$ cat src/rtl/inst_field_encoder.sv
// inst_field_encoder: packs RV32I instruction fields into 32-bit words and streams them to the imem loader.
// Rev 1.0 -- define UTYPE_ENCODE_EN to accept LUI/AUIPC (U-type) bundles.
`default_nettype none

module inst_field_encoder #(
  parameter int                ADDR_W    = 32,
  parameter logic [ADDR_W-1:0] BASE_ADDR = '0,
  parameter int                CNT_W     = 16
) (
  input  logic              clk,
  input  logic              reset_n,
  input  logic              in_valid,
  output logic              in_ready,
  input  logic [6:0]        in_opcode,
  input  logic [4:0]        in_rd,
  input  logic [4:0]        in_rs1,
  input  logic [4:0]        in_rs2,
  input  logic [2:0]        in_funct3,
  input  logic [6:0]        in_funct7,
  input  logic [31:0]       in_imm,
  output logic              out_valid,
  input  logic              out_ready,
  output logic [31:0]       out_inst,
  output logic [ADDR_W-1:0] out_addr,
  output logic              err,
  output logic [1:0]        err_code,
  input  logic              err_clear,
  output logic [CNT_W-1:0]  enc_count
);

  localparam logic [6:0] OP_ARITH     = 7'b0110011;
  localparam logic [6:0] OP_ARITH_IMM = 7'b0010011;
  localparam logic [6:0] OP_LOAD      = 7'b0000011;
  localparam logic [6:0] OP_JALR      = 7'b1100111;
  localparam logic [6:0] OP_STORE     = 7'b0100011;
  localparam logic [6:0] OP_BRANCH    = 7'b1100011;
  localparam logic [6:0] OP_JAL       = 7'b1101111;
`ifdef UTYPE_ENCODE_EN
  localparam logic [6:0] OP_LUI       = 7'b0110111;
  localparam logic [6:0] OP_AUIPC     = 7'b0010111;
`endif

  localparam logic [1:0] ERR_NONE     = 2'b00;
  localparam logic [1:0] ERR_OPCODE   = 2'b01;
  localparam logic [1:0] ERR_RANGE    = 2'b10;
  localparam logic [1:0] ERR_ALIGN    = 2'b11;

  typedef enum logic [0:0] {
    S_RUN = 1'b0,
    S_ERR = 1'b1
  } state_t;

  state_t state, state_next;

  logic [31:0] enc_inst;
  logic [1:0]  enc_code;
  logic        fits_i;
  logic        fits_b;
  logic        fits_j;
  logic        accept;
  logic        load;
  logic        bad;
  logic        handshake;

  // An immediate fits its field when every bit above the field's sign bit matches it.
  assign fits_i = (&in_imm[31:11]) | ~(|in_imm[31:11]);
  assign fits_b = (&in_imm[31:12]) | ~(|in_imm[31:12]);
  assign fits_j = (&in_imm[31:20]) | ~(|in_imm[31:20]);

  always_comb begin
    enc_inst = '0;
    enc_code = ERR_NONE;
    case (in_opcode)
      OP_ARITH: begin
        enc_inst = {in_funct7, in_rs2, in_rs1, in_funct3, in_rd, in_opcode};
      end
      OP_ARITH_IMM, OP_LOAD, OP_JALR: begin
        enc_inst = {in_imm[11:0], in_rs1, in_funct3, in_rd, in_opcode};
        if (!fits_i) enc_code = ERR_RANGE;
      end
      OP_STORE: begin
        enc_inst = {in_imm[11:5], in_rs2, in_rs1, in_funct3, in_imm[4:0], in_opcode};
        if (!fits_i) enc_code = ERR_RANGE;
      end
      OP_BRANCH: begin
        enc_inst = {in_imm[12], in_imm[10:5], in_rs2, in_rs1, in_funct3,
                    in_imm[4:1], in_imm[11], in_opcode};
        if (!fits_b)       enc_code = ERR_RANGE;
        else if (in_imm[0]) enc_code = ERR_ALIGN;
      end
      OP_JAL: begin
        enc_inst = {in_imm[20], in_imm[10:1], in_imm[11], in_imm[19:12], in_rd, in_opcode};
        if (!fits_j)       enc_code = ERR_RANGE;
        else if (in_imm[0]) enc_code = ERR_ALIGN;
      end
`ifdef UTYPE_ENCODE_EN
      OP_LUI, OP_AUIPC: begin
        enc_inst = {in_imm[31:12], in_rd, in_opcode};
        if (|in_imm[11:0]) enc_code = ERR_RANGE;
      end
`endif
      default: begin
        enc_code = ERR_OPCODE;
      end
    endcase
  end

  assign in_ready  = (state == S_RUN) && (!out_valid || out_ready);
  assign accept    = in_valid && in_ready;
  assign load      = accept && (enc_code == ERR_NONE);
  assign bad       = accept && (enc_code != ERR_NONE);
  assign handshake = out_valid && out_ready;

  always_comb begin
    state_next = state;
    case (state)
      S_RUN:   if (bad)       state_next = S_ERR;
      S_ERR:   if (err_clear) state_next = S_RUN;
      default:                state_next = S_RUN;
    endcase
  end

  always_ff @(posedge clk or negedge reset_n) begin
    if (!reset_n) begin
      state <= S_RUN;
    end else begin
      state <= state_next;
    end
  end

  always_ff @(posedge clk or negedge reset_n) begin
    if (!reset_n) begin
      err      <= 1'b0;
      err_code <= ERR_NONE;
    end else if (bad) begin
      err      <= 1'b1;
      err_code <= enc_code;
    end else if ((state == S_ERR) && err_clear) begin
      err      <= 1'b0;
      err_code <= ERR_NONE;
    end
  end

  // The address tags the word sitting in the output register; it advances only when that word leaves.
  always_ff @(posedge clk or negedge reset_n) begin
    if (!reset_n) begin
      out_valid <= 1'b0;
      out_inst  <= '0;
      out_addr  <= BASE_ADDR;
      enc_count <= '0;
    end else begin
      if (load) begin
        out_valid <= 1'b1;
        out_inst  <= enc_inst;
      end else if (handshake) begin
        out_valid <= 1'b0;
      end
      if (handshake) begin
        out_addr  <= out_addr + ADDR_W'(4);
        enc_count <= enc_count + CNT_W'(1);
      end
    end
  end

endmodule

`default_nettype wire
$ cat config.mk
export PLATFORM = sky130hd
export DESIGN_NAME = inst_field_encoder
export DESIGN_NICKNAME = d
export VERILOG_FILES = /design/src/rtl/inst_field_encoder.sv
export SDC_FILE = /design/constraint.sdc
export NUM_CORES = 1
export LEC_CHECK = 0
export CAP_MARGIN = 10
export CORE_MARGIN = 2
export CORE_UTILIZATION = 48
export DETAILED_ROUTE_END_ITERATION = 10
export GPL_TIMING_DRIVEN = 0
export PLACE_DENSITY = 0.95
export SLEW_MARGIN = 10
export SYNTH_ARGS = -nofsm -noshare
export SYNTH_HDL_FRONTEND = slang
export SYNTH_SLANG_ARGS = --single-unit
$ cat constraint.sdc
create_clock -name clk -period 3.5 [get_ports clk]
set_clock_uncertainty 0.15 [all_clocks]
set_input_delay 0.875 -clock clk [delete_from_list [all_inputs] [get_ports clk]]
set_output_delay 0.875 -clock clk [all_outputs]
set_load 0.05 [all_outputs]
==> results.py <==
metrics = {
    "global_route": {
        "grt_max_degree": 47,
        "track_usage_pct": 23.0,
        "grt_antenna_before_repair": 0,
        "grt_pass1_vias": 3459,
        "grt_first_pass_wirelength_mm": 16.4,
        "grt_overflow": 0,
    },
    "pwr": {
        "swShare_pct": 31.6,
        "vdd_drop_max_mv": 0.295,
        "cellPowerDensity_mw_per_mm2": 410,
        "leakagePower_nw": 2.70,
        "finalPower_mw": 2.46,
        "seq_power_share_pct": 44.1,
        "netSwitchingPower_uw": 778,
        "p_comb_share_pct": 24.5,
        "internal-power_mw": 1.68,
        "clkPwrFrac_pct": 31.4,
    },
    "yosys": {
        "ys_seq_elements": 83,
        "ys.flop_type": "dfrtp_1",
        "synth_xor_area_share_pct": 9.37,
        "postSynthAreaPerCell_um2": 11.3,
        "netlist_area_mm2": 0.00411,
        "synth_compound_area_share_pct": 9.53,
        "synth_cell_types": 45,
        "muxShareOfSynthArea_pct": 10.7,
        "synth_fa_ha_area_share_pct": 0.609,
        "synth-simple-area-share_pct": 17.1,
        "yosys_warnings": 0,
        "synthCells": 365,
        "synth-edff-count": 0,
        "synthArstFlopShare_pct": 100,
        "synth_seq_area_share_pct": 50.5,
        "synth_top_family_by_area": "simple AND/OR/NAND/NOR gates",
    },
    "cts": {
        "cts_made_buffers": 9,
        "post_cts_resized": 1,
        "path_clk_slew_ns": 0.09,
        "clock_latency_ns": 0.35,
        "ctsHoldBuffers": 0,
        "clock_path_buffers": 2,
        "htree_levels": 3,
        "cts_tree": "built",
        "root_buffer": "clkbuf_8",
        "clkSinkCount": 83,
        "post-cts-setup-buffers": 0,
    },
    "critical_path": {
        "critPathKind": "in -> out",
        "rr_startpoint": "out_addr[2]$_DFFE_PN0P_",
        "end_kind": "output port",
        "cp.arrival_ns": 2.32,
        "crit_fanout": 5,
        "reg2reg_slack_ns": 0.99,
        "crit_start": "out_ready",
        "startpoint_type": "input port",
        "cp.required_ns": 2.47,
    },
    "sta": {
        "maxSlewViolCount": 0,
        "worst_slew_pin_slew_ns": 1.03,
        "fin_crit_sh_pct": 95.5,
        "max_slew_margin_pct": 31.1,
        "setup_violations": 0,
        "rsz0062_at_grt": "false",
        "post-route-min-period_ns": 3.34,
        "final_hold_viol_count": 0,
        "fmax_mhz": 299,
        "whs_ns": 0.330,
    },
    "final_layout": {
        "nets": 600,
        "final_cell_mix": "clkdlybuf4s50_1 (149), dfrtp_1 (83), nand2_1 (46)",
        "final_common_cell": "clkdlybuf4s50_1",
        "num_antenna_cells": 0,
        "area_delta_synth_final_pct": 45.9,
        "drive_above_1_share_pct": 10.7,
        "fin_cells": 638,
    },
    "route": {
        "dr.first_iter.drc_count": 129,
        "drtPass1Iterations": 4,
        "vias": 3504,
        "avgRoutedWirePerCell_um": 16.3,
        "vias_per_cell": 5.49,
        "antenna_left": 0,
        "routed_wl_mm": 10.4,
        "drcViolationCount": 0,
    },
    "placed_design": {
        "placed_cells": 623,
        "hpwl_mm": 8.08,
        "gp_congestion": 0.964,
        "port-buffer-count": 151,
    },
    "floorplanning": {
        "die_w_um": 96.6,
        "start_util_pct": 49.8,
        "dieArea_mm2": 0.00932,
        "io_pins": 154,
        "coreArea_mm2": 0.00826,
        "num_rows": 33,
        "die_y_um": 96.6,
    },
    "status": {
        "outcome": "completed",
    },
    "flow_run": {
        "maxCapViolCount": 0,
    },
    "min_path": {
        "hp-class": "in -> async",
    },
}
## registers in the layout, indices dropped and copies added, names as in the netlist
| register | cells |
|---|---|
| enc_count | 16 |
| state | 1 |
| out_addr | 30 |
| out_valid | 1 |
| err_code | 2 |
| err | 1 |
| out_inst | 32 |
## worst paths after layout
path / cells past startpoint / to
min reg2reg: 1 / out_addr[31]$_DFFE_PN0P_
max in group asynchronous: 2 / out_addr[23]$_DFFE_PN0P_
min in group clk: 1 / out_addr[31]$_DFFE_PN0P_
min: 1 / out_inst[27]$_DFFE_PN0P_
max reg2reg: 7 / out_addr[30]$_DFFE_PN0P_
max: 4 / in_ready
## per-stage QoR
step / util (%) / TNS, ns / worst slack (ns) / instance area, µm²
5_1_grt: 72.6 / 0 / 0.0511 / 6000
3_5_place_dp: 69.9 / -1.03 / -0.133 / 5780
2_1_floorplan: - / 0 / 0.579 / 4120
6_report: 72.6 / 0 / 0.156 / 6000
3_3_place_gp: 69.7 / -114.33 / -1.38 / 5760
4_1_cts: 72.6 / 0 / 0.154 / 6000
## cells in the mapped netlist, types with 2 or more instances
cell type | count | area (µm²)
a211oi_1 | 2 | 15.0
a21o_1 | 3 | 22.5
a21oi_1 | 7 | 35.0
a22o_1 | 23 | 201
a22oi_1 | 2 | 15.0
and2_1 | 2 | 12.5
and3_1 | 9 | 56.3
and4_1 | 3 | 26.3
buf_4 | 2 | 15.0
buf_6 | 3 | 33.8
clkbuf_1 | 3 | 11.3
dfrtp_1 | 83 | 2080
ha_1 | 2 | 25.0
inv_1 | 7 | 26.3
mux2_2 | 4 | 45.0
mux2_4 | 25 | 375
mux2i_1 | 2 | 20.0
nand2_1 | 46 | 173
nand2b_1 | 4 | 25.0
nand3_1 | 16 | 80.1
nand4_1 | 12 | 75.1
nor2_1 | 27 | 101
nor3_1 | 5 | 25.0
nor4_1 | 4 | 25.0
o21ai_0 | 5 | 25.0
or3_1 | 2 | 12.5
or4_1 | 2 | 15.0
xnor2_1 | 27 | 236
xor2_1 | 17 | 149
## cell type report
class / count / area, µm²
fill: 549 / 2260
clock inverter: 5 / 85.1
tap: 105 / 131
multi-input combinational: 268 / 1950
buffer: 8 / 60.1
sequential: 83 / 2080
clock buffer: 10 / 138
timing repair buffer: 152 / 1530
inverter: 7 / 26.3
## power by group through the flow
stage | logic, mW | clock network (mW) | registers [mW]
2_1_floorplan | 0.121 | 0 | 1.31
3_3_place_gp | 0.592 | 0 | 1.10
3_5_place_dp | 0.609 | 0 | 1.10
4_1_cts | 0.607 | 0.789 | 1.09
5_1_grt | 0.638 | 0.830 | 1.09
6_report | 0.602 | 0.774 | 1.08
## layer usage
layer	GRT usage [%]	wire length (µm)
met1	27.2	4130
met4	11.7	303
met2	39.5	5270
met3	4.81	662
met5	0	0
## critical path, stage by stage
cell and delay, ns:
clkdlybuf4s50_1 0.55, inv_1 0.06, a21oi_1 0.26, dlygate4sd2_1 0.57
## kinds of logic after synthesis
kind of cell	Yosys count
AOI/OAI and AO/OA	50
buffers and inverters	15
adders and majority gates	2
DFF	83
muxes	31
and+or+nand+nor	139
other	1
xor gates and xnor gates	44
No activity file was read; power rests on OpenSTA's default activity.
==> edit 1: new RTL, same flow settings <==
Make the reset (`reset_n`) synchronous in 3 clocked blocks.
--- a/src/rtl/inst_field_encoder.sv
+++ b/src/rtl/inst_field_encoder.sv
@@ -122,3 +122,3 @@
 
-  always_ff @(posedge clk or negedge reset_n) begin
+  always_ff @(posedge clk) begin
     if (!reset_n) begin
@@ -130,3 +130,3 @@
 
-  always_ff @(posedge clk or negedge reset_n) begin
+  always_ff @(posedge clk) begin
     if (!reset_n) begin
@@ -144,3 +144,3 @@
   // The address tags the word sitting in the output register; it advances only when that word leaves.
-  always_ff @(posedge clk or negedge reset_n) begin
+  always_ff @(posedge clk) begin
     if (!reset_n) begin
Behaviour: differs if reset_n is asserted again (counterexample within 4 cycles, from zero or initial values and one cycle with reset_n low); with reset_n held inactive, the same outputs for 10 cycles.
==> edit 1 against the unedited design <==
  * Sequential cell count unchanged
  * Sequential share of layout area decreased by 6.3 points
  * Area after synthesis decreased by 2.2%
  * Register-to-register slack worse by 0.09 ns
  * First-iteration DRC count up 100%
  * Global-route usage increased by 3.6 points
  * Cell area is 2.1% lower
  * Setup slack improved by 0.0084 ns
  * Wire length rose by 17%
  * Critical path type unchanged
  * Critical endpoint unchanged
Power is not compared: it rests on default switching activity, and its combinational part moved more than twofold at a synthesized area within 25%.
==> edit 1: results (changes against the unedited design) <==
metric;value;unit;change
status;complete, no violations;;unchanged
place_congestion;0.8758;;was 0.9636
synth_cell_type_count;53;;was 45
detail_route.wl_per_cell;16.34;um;was 16.26 um
n_antenna_cell;0;;unchanged
ys_top_cells_by_area;dfxtp_1, nand2_1, xor2_1;;was dfrtp_1, mux2_4, xnor2_1
crit_path_max_fanout;4;;was 5
clk_pin_slew;0.09;ns;about the same
synth_cells;472;;was 365
ys.flop_type;dfxtp_1;;was dfrtp_1
hold_path_class;reg -> reg;;was in -> async
ys_top_cells_by_count;dfxtp_1, nand2_1, nor2_1;;was dfrtp_1, nand2_1, nor2_1, xnor2_1, mux2_4
firstDrtPassIters;5;;was 4
setup_viol;0;;unchanged
port_buffers;148;;was 151
power.leakage;1.976;nW;
ir_drop;0.2042;mV;
dp_cells;726;;was 623
final_layout_size_suffix_gt1_share;6.122;%;was 10.69%
cts_buffers;9;;unchanged
worst_pin_slew;0.8351;ns;was 1.026 ns
h-tree-depth;3;;unchanged
grtUsageTotal;26.63;%;was 23.01%
async_reset_ff_share;0;%;was 100.0%
clockBufferDepth;2;;unchanged
critPathSlowestCell;dlygate4sd2_1;;unchanged
top_regs;out_inst: 32 flops, out_addr: 30 flops, enc_count: 16 flops;;unchanged
final_nets;703;;was 600
critPathTopFamily;buffers and inverters;;unchanged
via_per_inst;5.765;;was 5.492
antenna_found_initial;0;;unchanged
clk_latency;0.35;ns;about the same
grt_max_degree;16;;was 47
grt_pass1_wl;19270;um;was 16390 um
ys_warn_count;0;;unchanged
grt_pass1_vias;4081;;was 3459
nFillCells;608;;was 549
worstPathArrival;2.31;ns;
dp_hpwl;9250;um;was 8077 um
drt-initial-drc-count;262;;was 129
max_stage_delay;0.57;ns;about the same
postCtsSetupBuffers;0;;unchanged
clockRootBuffer;clkbuf_8;;unchanged
routed-via-count;4278;;was 3504
tns;0;ns;unchanged
synth-seq-area-share;41.33;%;was 50.52%
[edit 1: kinds of logic (layout without fill, tap and decap cells)]
family	count (synthesis)	after routing	share of synthesized area (%)
AOI/OAI and AO/OA	109	109	19.55
xor gates and xnor gates	42	42	9.150
adders and majority gates	2	2	0.6224
buffers and inverters	37	201	4.326
DFF	83	83	41.33
muxes	7	7	1.743
other	1	2	0.09328
and+or+nand+nor	191	191	23.19
[edit 1: where the power goes]
part	internal (mW)	total (mW)	switching, mW
Clock	0.407	0.780	0.373
Sequential	0.954	0.961	0.00714
Combinational	0.109	0.232	0.124
[edit 1: area by class of cell]
cell class,instances,area [sq um],share of cell area (%)
well taps,105,131.4,2.239
flip-flops and latches,83,1662,28.32
inverters,4,15.01,0.2559
clock buffers,9,123.9,2.111
clock inverters,7,98.84,1.684
plain buffers,33,158.9,2.708
multi-input cells,353,2198,37.46
repair buffers,148,1480,25.22
[edit 1: final timing paths]
check               from           end  slack [ns]  cells past startpoint
max reg2reg  out_addr[2]  out_addr[24]        0.90                      8
max            out_ready      in_ready        0.16                      4
min          out_inst[3]   out_inst[3]        0.32                      2
min reg2reg  out_inst[3]   out_inst[3]        0.32                      2
[edit 1: metrics by stage]
stage	utilization [%]	instance area, sq um	power (mW)	hold WS, ns	setup WS (ns)
3_3_place_gp	68.95	5637	1.208	0.2959	-0.1338
2_1_floorplan	-	4024	1.088	0.3088	0.3345
5_1_grt	71.78	5868	2.034	0.3503	0.06142
6_report	71.78	5868	1.973	0.3176	0.1647
3_5_place_dp	68.95	5637	1.212	0.3019	-0.2081
4_1_cts	71.66	5858	1.976	0.3224	0.1004
[edit 1: repair_timing]
| item | in CTS | in global routing |
|---|---|---|
| gates cloned | 0 | 0 |
| pin swaps | 0 | 0 |
| gates resized for setup | 1 | 1 |
| endpoints found under the setup margin | 1 | 2 |
[edit 1: layer usage]
layer	up-vias	GRT usage [%]	wire, um
li1	2026	-	-
met1	2014	31.44	4895
met2	201	47.12	6101
met3	37	4.980	775
met4	0	11.31	355
met5	-	0	0
[edit 1: worst reg2reg max path: stages, from the launching register on]
cell and delay, ns:
dfxtp_1 0.43, ha_1 0.18, nand3_1 0.13, or3_1 0.38
clkbuf_1 0.20, nor3_1 0.58, nand3_1 0.17, xnor2_1 0.15
and2_1 0.15
==> edit 2: new RTL, same settings <==
Made on the original files. Build with the macro `UTYPE_ENCODE_EN` defined.
--- a/src/rtl/inst_field_encoder.sv
+++ b/src/rtl/inst_field_encoder.sv
@@ -3,2 +3,4 @@
 `default_nettype none
+
+`define UTYPE_ENCODE_EN
 
Function: changed (a bounded check fails within 4 cycles, from zero or initial values and one cycle with reset_n low).
==> edit 2 against the unedited design <==
  * Sequential cell count unchanged
  * Area after synthesis up 1.5%
  * Setup slack worse by 0.11 ns
  * Power up 10%
  * Sequential share of layout area about the same
  * Non-clock buffer count up 4
  * Final cell count up 2.8%
  * Register-to-register slack better by 0.11 ns
  * Wire length up 9.6%
  * Utilization down 2.8 points
  * Hold slack worse by 0.028 ns
  * Fmax down 3.2%
  * Cell area up 0.10%
  * Critical endpoint unchanged
  * Largest cell class unchanged
  * Largest power group unchanged
==> edit 2: results (changes against the unedited design) <==
metric;value;unit;change
synth_cells;381;;was 365
ys_top_cells_by_area;dfrtp_1, xnor2_1, mux2_4;;was dfrtp_1, mux2_4, xnor2_1
ys.flop_type;dfrtp_1;;unchanged
top_regs;out_inst: 32 flops, out_addr: 30 flops, enc_count: 16 flops;;unchanged
detail_route.wl_per_cell;17.34;um;was 16.26 um
r2r-end;out_addr[31];;was out_addr[30]
antenna_found_initial;0;;unchanged
rr_worst_depth;8;;was 7
ys_top_cells_by_count;dfrtp_1, nand2_1, xnor2_1;;was dfrtp_1, nand2_1, nor2_1, xnor2_1, mux2_4
clk_latency;0.35;ns;about the same
grt_pass1_vias;3762;;was 3459
post_cts_resized;0;;was 1
final_layout_size_suffix_gt1_share;10.58;%;was 10.69%
synth_cell_type_count;46;;was 45
h-tree-depth;3;;unchanged
clockBufferDepth;2;;unchanged
ir_drop;0.4211;mV;was 0.2954 mV
worst_pin_slew;0.7014;ns;was 1.026 ns
overflow;0;;unchanged
power.leakage;2.704;nW;was 2.700 nW
grt_pass1_wl;18650;um;was 16390 um
crit_path_max_fanout;2;;was 5
hold_path_class;in -> async;;unchanged
cts_buffers;9;;unchanged
n_antenna_cell;0;;unchanged
status;complete, no violations;;unchanged
postCtsSetupBuffers;0;;unchanged
worstPathArrival;2.43;ns;was 2.32 ns
clk_pin_slew;0.09;ns;about the same
async_reset_ff_share;100.0;%;unchanged
clockRootBuffer;clkbuf_8;;unchanged
firstDrtPassIters;8;;was 4
drt-initial-drc-count;202;;was 129
grt_max_degree;54;;was 47
port_buffers;149;;was 151
wirelength;11370;um;was 10370 um
rrSetupSlack;1.10;ns;was 0.99 ns
ys_warn_count;0;;unchanged
via_per_inst;5.602;;was 5.492
dp_hpwl;8838;um;was 8077 um
dp_cells;640;;was 623
synth-seq-area-share;49.79;%;was 50.52%
rr_startpoint;out_addr[8];;was out_addr[2]
place_congestion;0.8913;;was 0.9636
final_nets;614;;was 600
grtUsageTotal;24.45;%;was 23.01%
edit 2: cell count changes after synthesis, moves of 5 or more:
cell | before | now
nand2_1 | 46 | 35
a222oi_1 | 1 | 11
a22o_1 | 23 | 13
inv_1 | 7 | 16
mux2_4 | 25 | 16
mux2i_1 | 2 | 11
nand4_1 | 12 | 17
edit 2: worst max-delay path by stage:
stage	from	end	slack (ns)	cells past startpoint
after global routing	in_opcode[3]	out_inst[28]	0.007	9
after floorplan	out_ready	out_inst[10]	0.24	8
final	out_ready	in_ready	0.04	4
after global placement	reset_n	out_addr[30]	-1.48	1
after detailed placement	in_opcode[3]	out_inst[30]	-0.15	9
after CTS	out_ready	in_ready	0.04	4
edit 2: final cells by class:
class,instances,area (sq um)
buffer,14,87.58
clock buffer,10,127.6
clock inverter,6,48.80
fill,672,2590
inverter,16,60.06
multi-input combinational,269,1951
sequential,83,2077
tap,108,135.1
timing repair buffer,150,1516
edit 2: metrics by stage:
stage	total power, mW	TNS (ns)	instance area, sq um	hold WS (ns)	setup slack (ns)
after CTS	2.734	0	6003	0.3032	0.04046
final	2.713	0	6003	0.3016	0.04475
after global placement	2.060	-123.24	5802	0.3000	-1.475
after floorplan	1.692	0	4175	0.3738	0.2429
after detailed placement	2.090	-2.952	5827	0.3013	-0.1549
after global routing	2.839	0	6003	0.3011	0.006797
edit 2: cell families after synthesis:
logic type / Yosys count / share of synthesized area [%]
adders and majority gates: 2 / 0.5998
muxes: 33 / 10.02
buffers and inverters: 30 / 3.539
AOI/OAI and AO/OA: 53 / 9.868
other: 1 / 0.08990
and+or+nand+nor: 135 / 16.86
DFF: 83 / 49.79
xor gates and xnor gates: 44 / 9.238
edit 2: report_power, final:
part           switching, mW  internal (mW)  leakage (nW)  total (mW)
Clock                  0.375          0.267        0.0852       0.642
Combinational          0.582          0.336          1.50       0.917
Sequential            0.0889           1.06          1.11        1.15
Total                   1.05           1.67          2.70        2.71
edit 2: routing by layer:
layer  up-vias  wire length [um]  track usage, %
li1       1691                 -               -
met1      1795              4689           31.33
met2       163              5601           39.74
met3        26               743           6.691
met4         0               338           9.509
met5         -                 0               0
edit 2: worst max-delay path, cell delays in order:
cell and delay (ns):
clkdlybuf4s50_1 0.47, inv_1 0.05, a21oi_1 0.19, clkdlybuf4s50_1 0.84
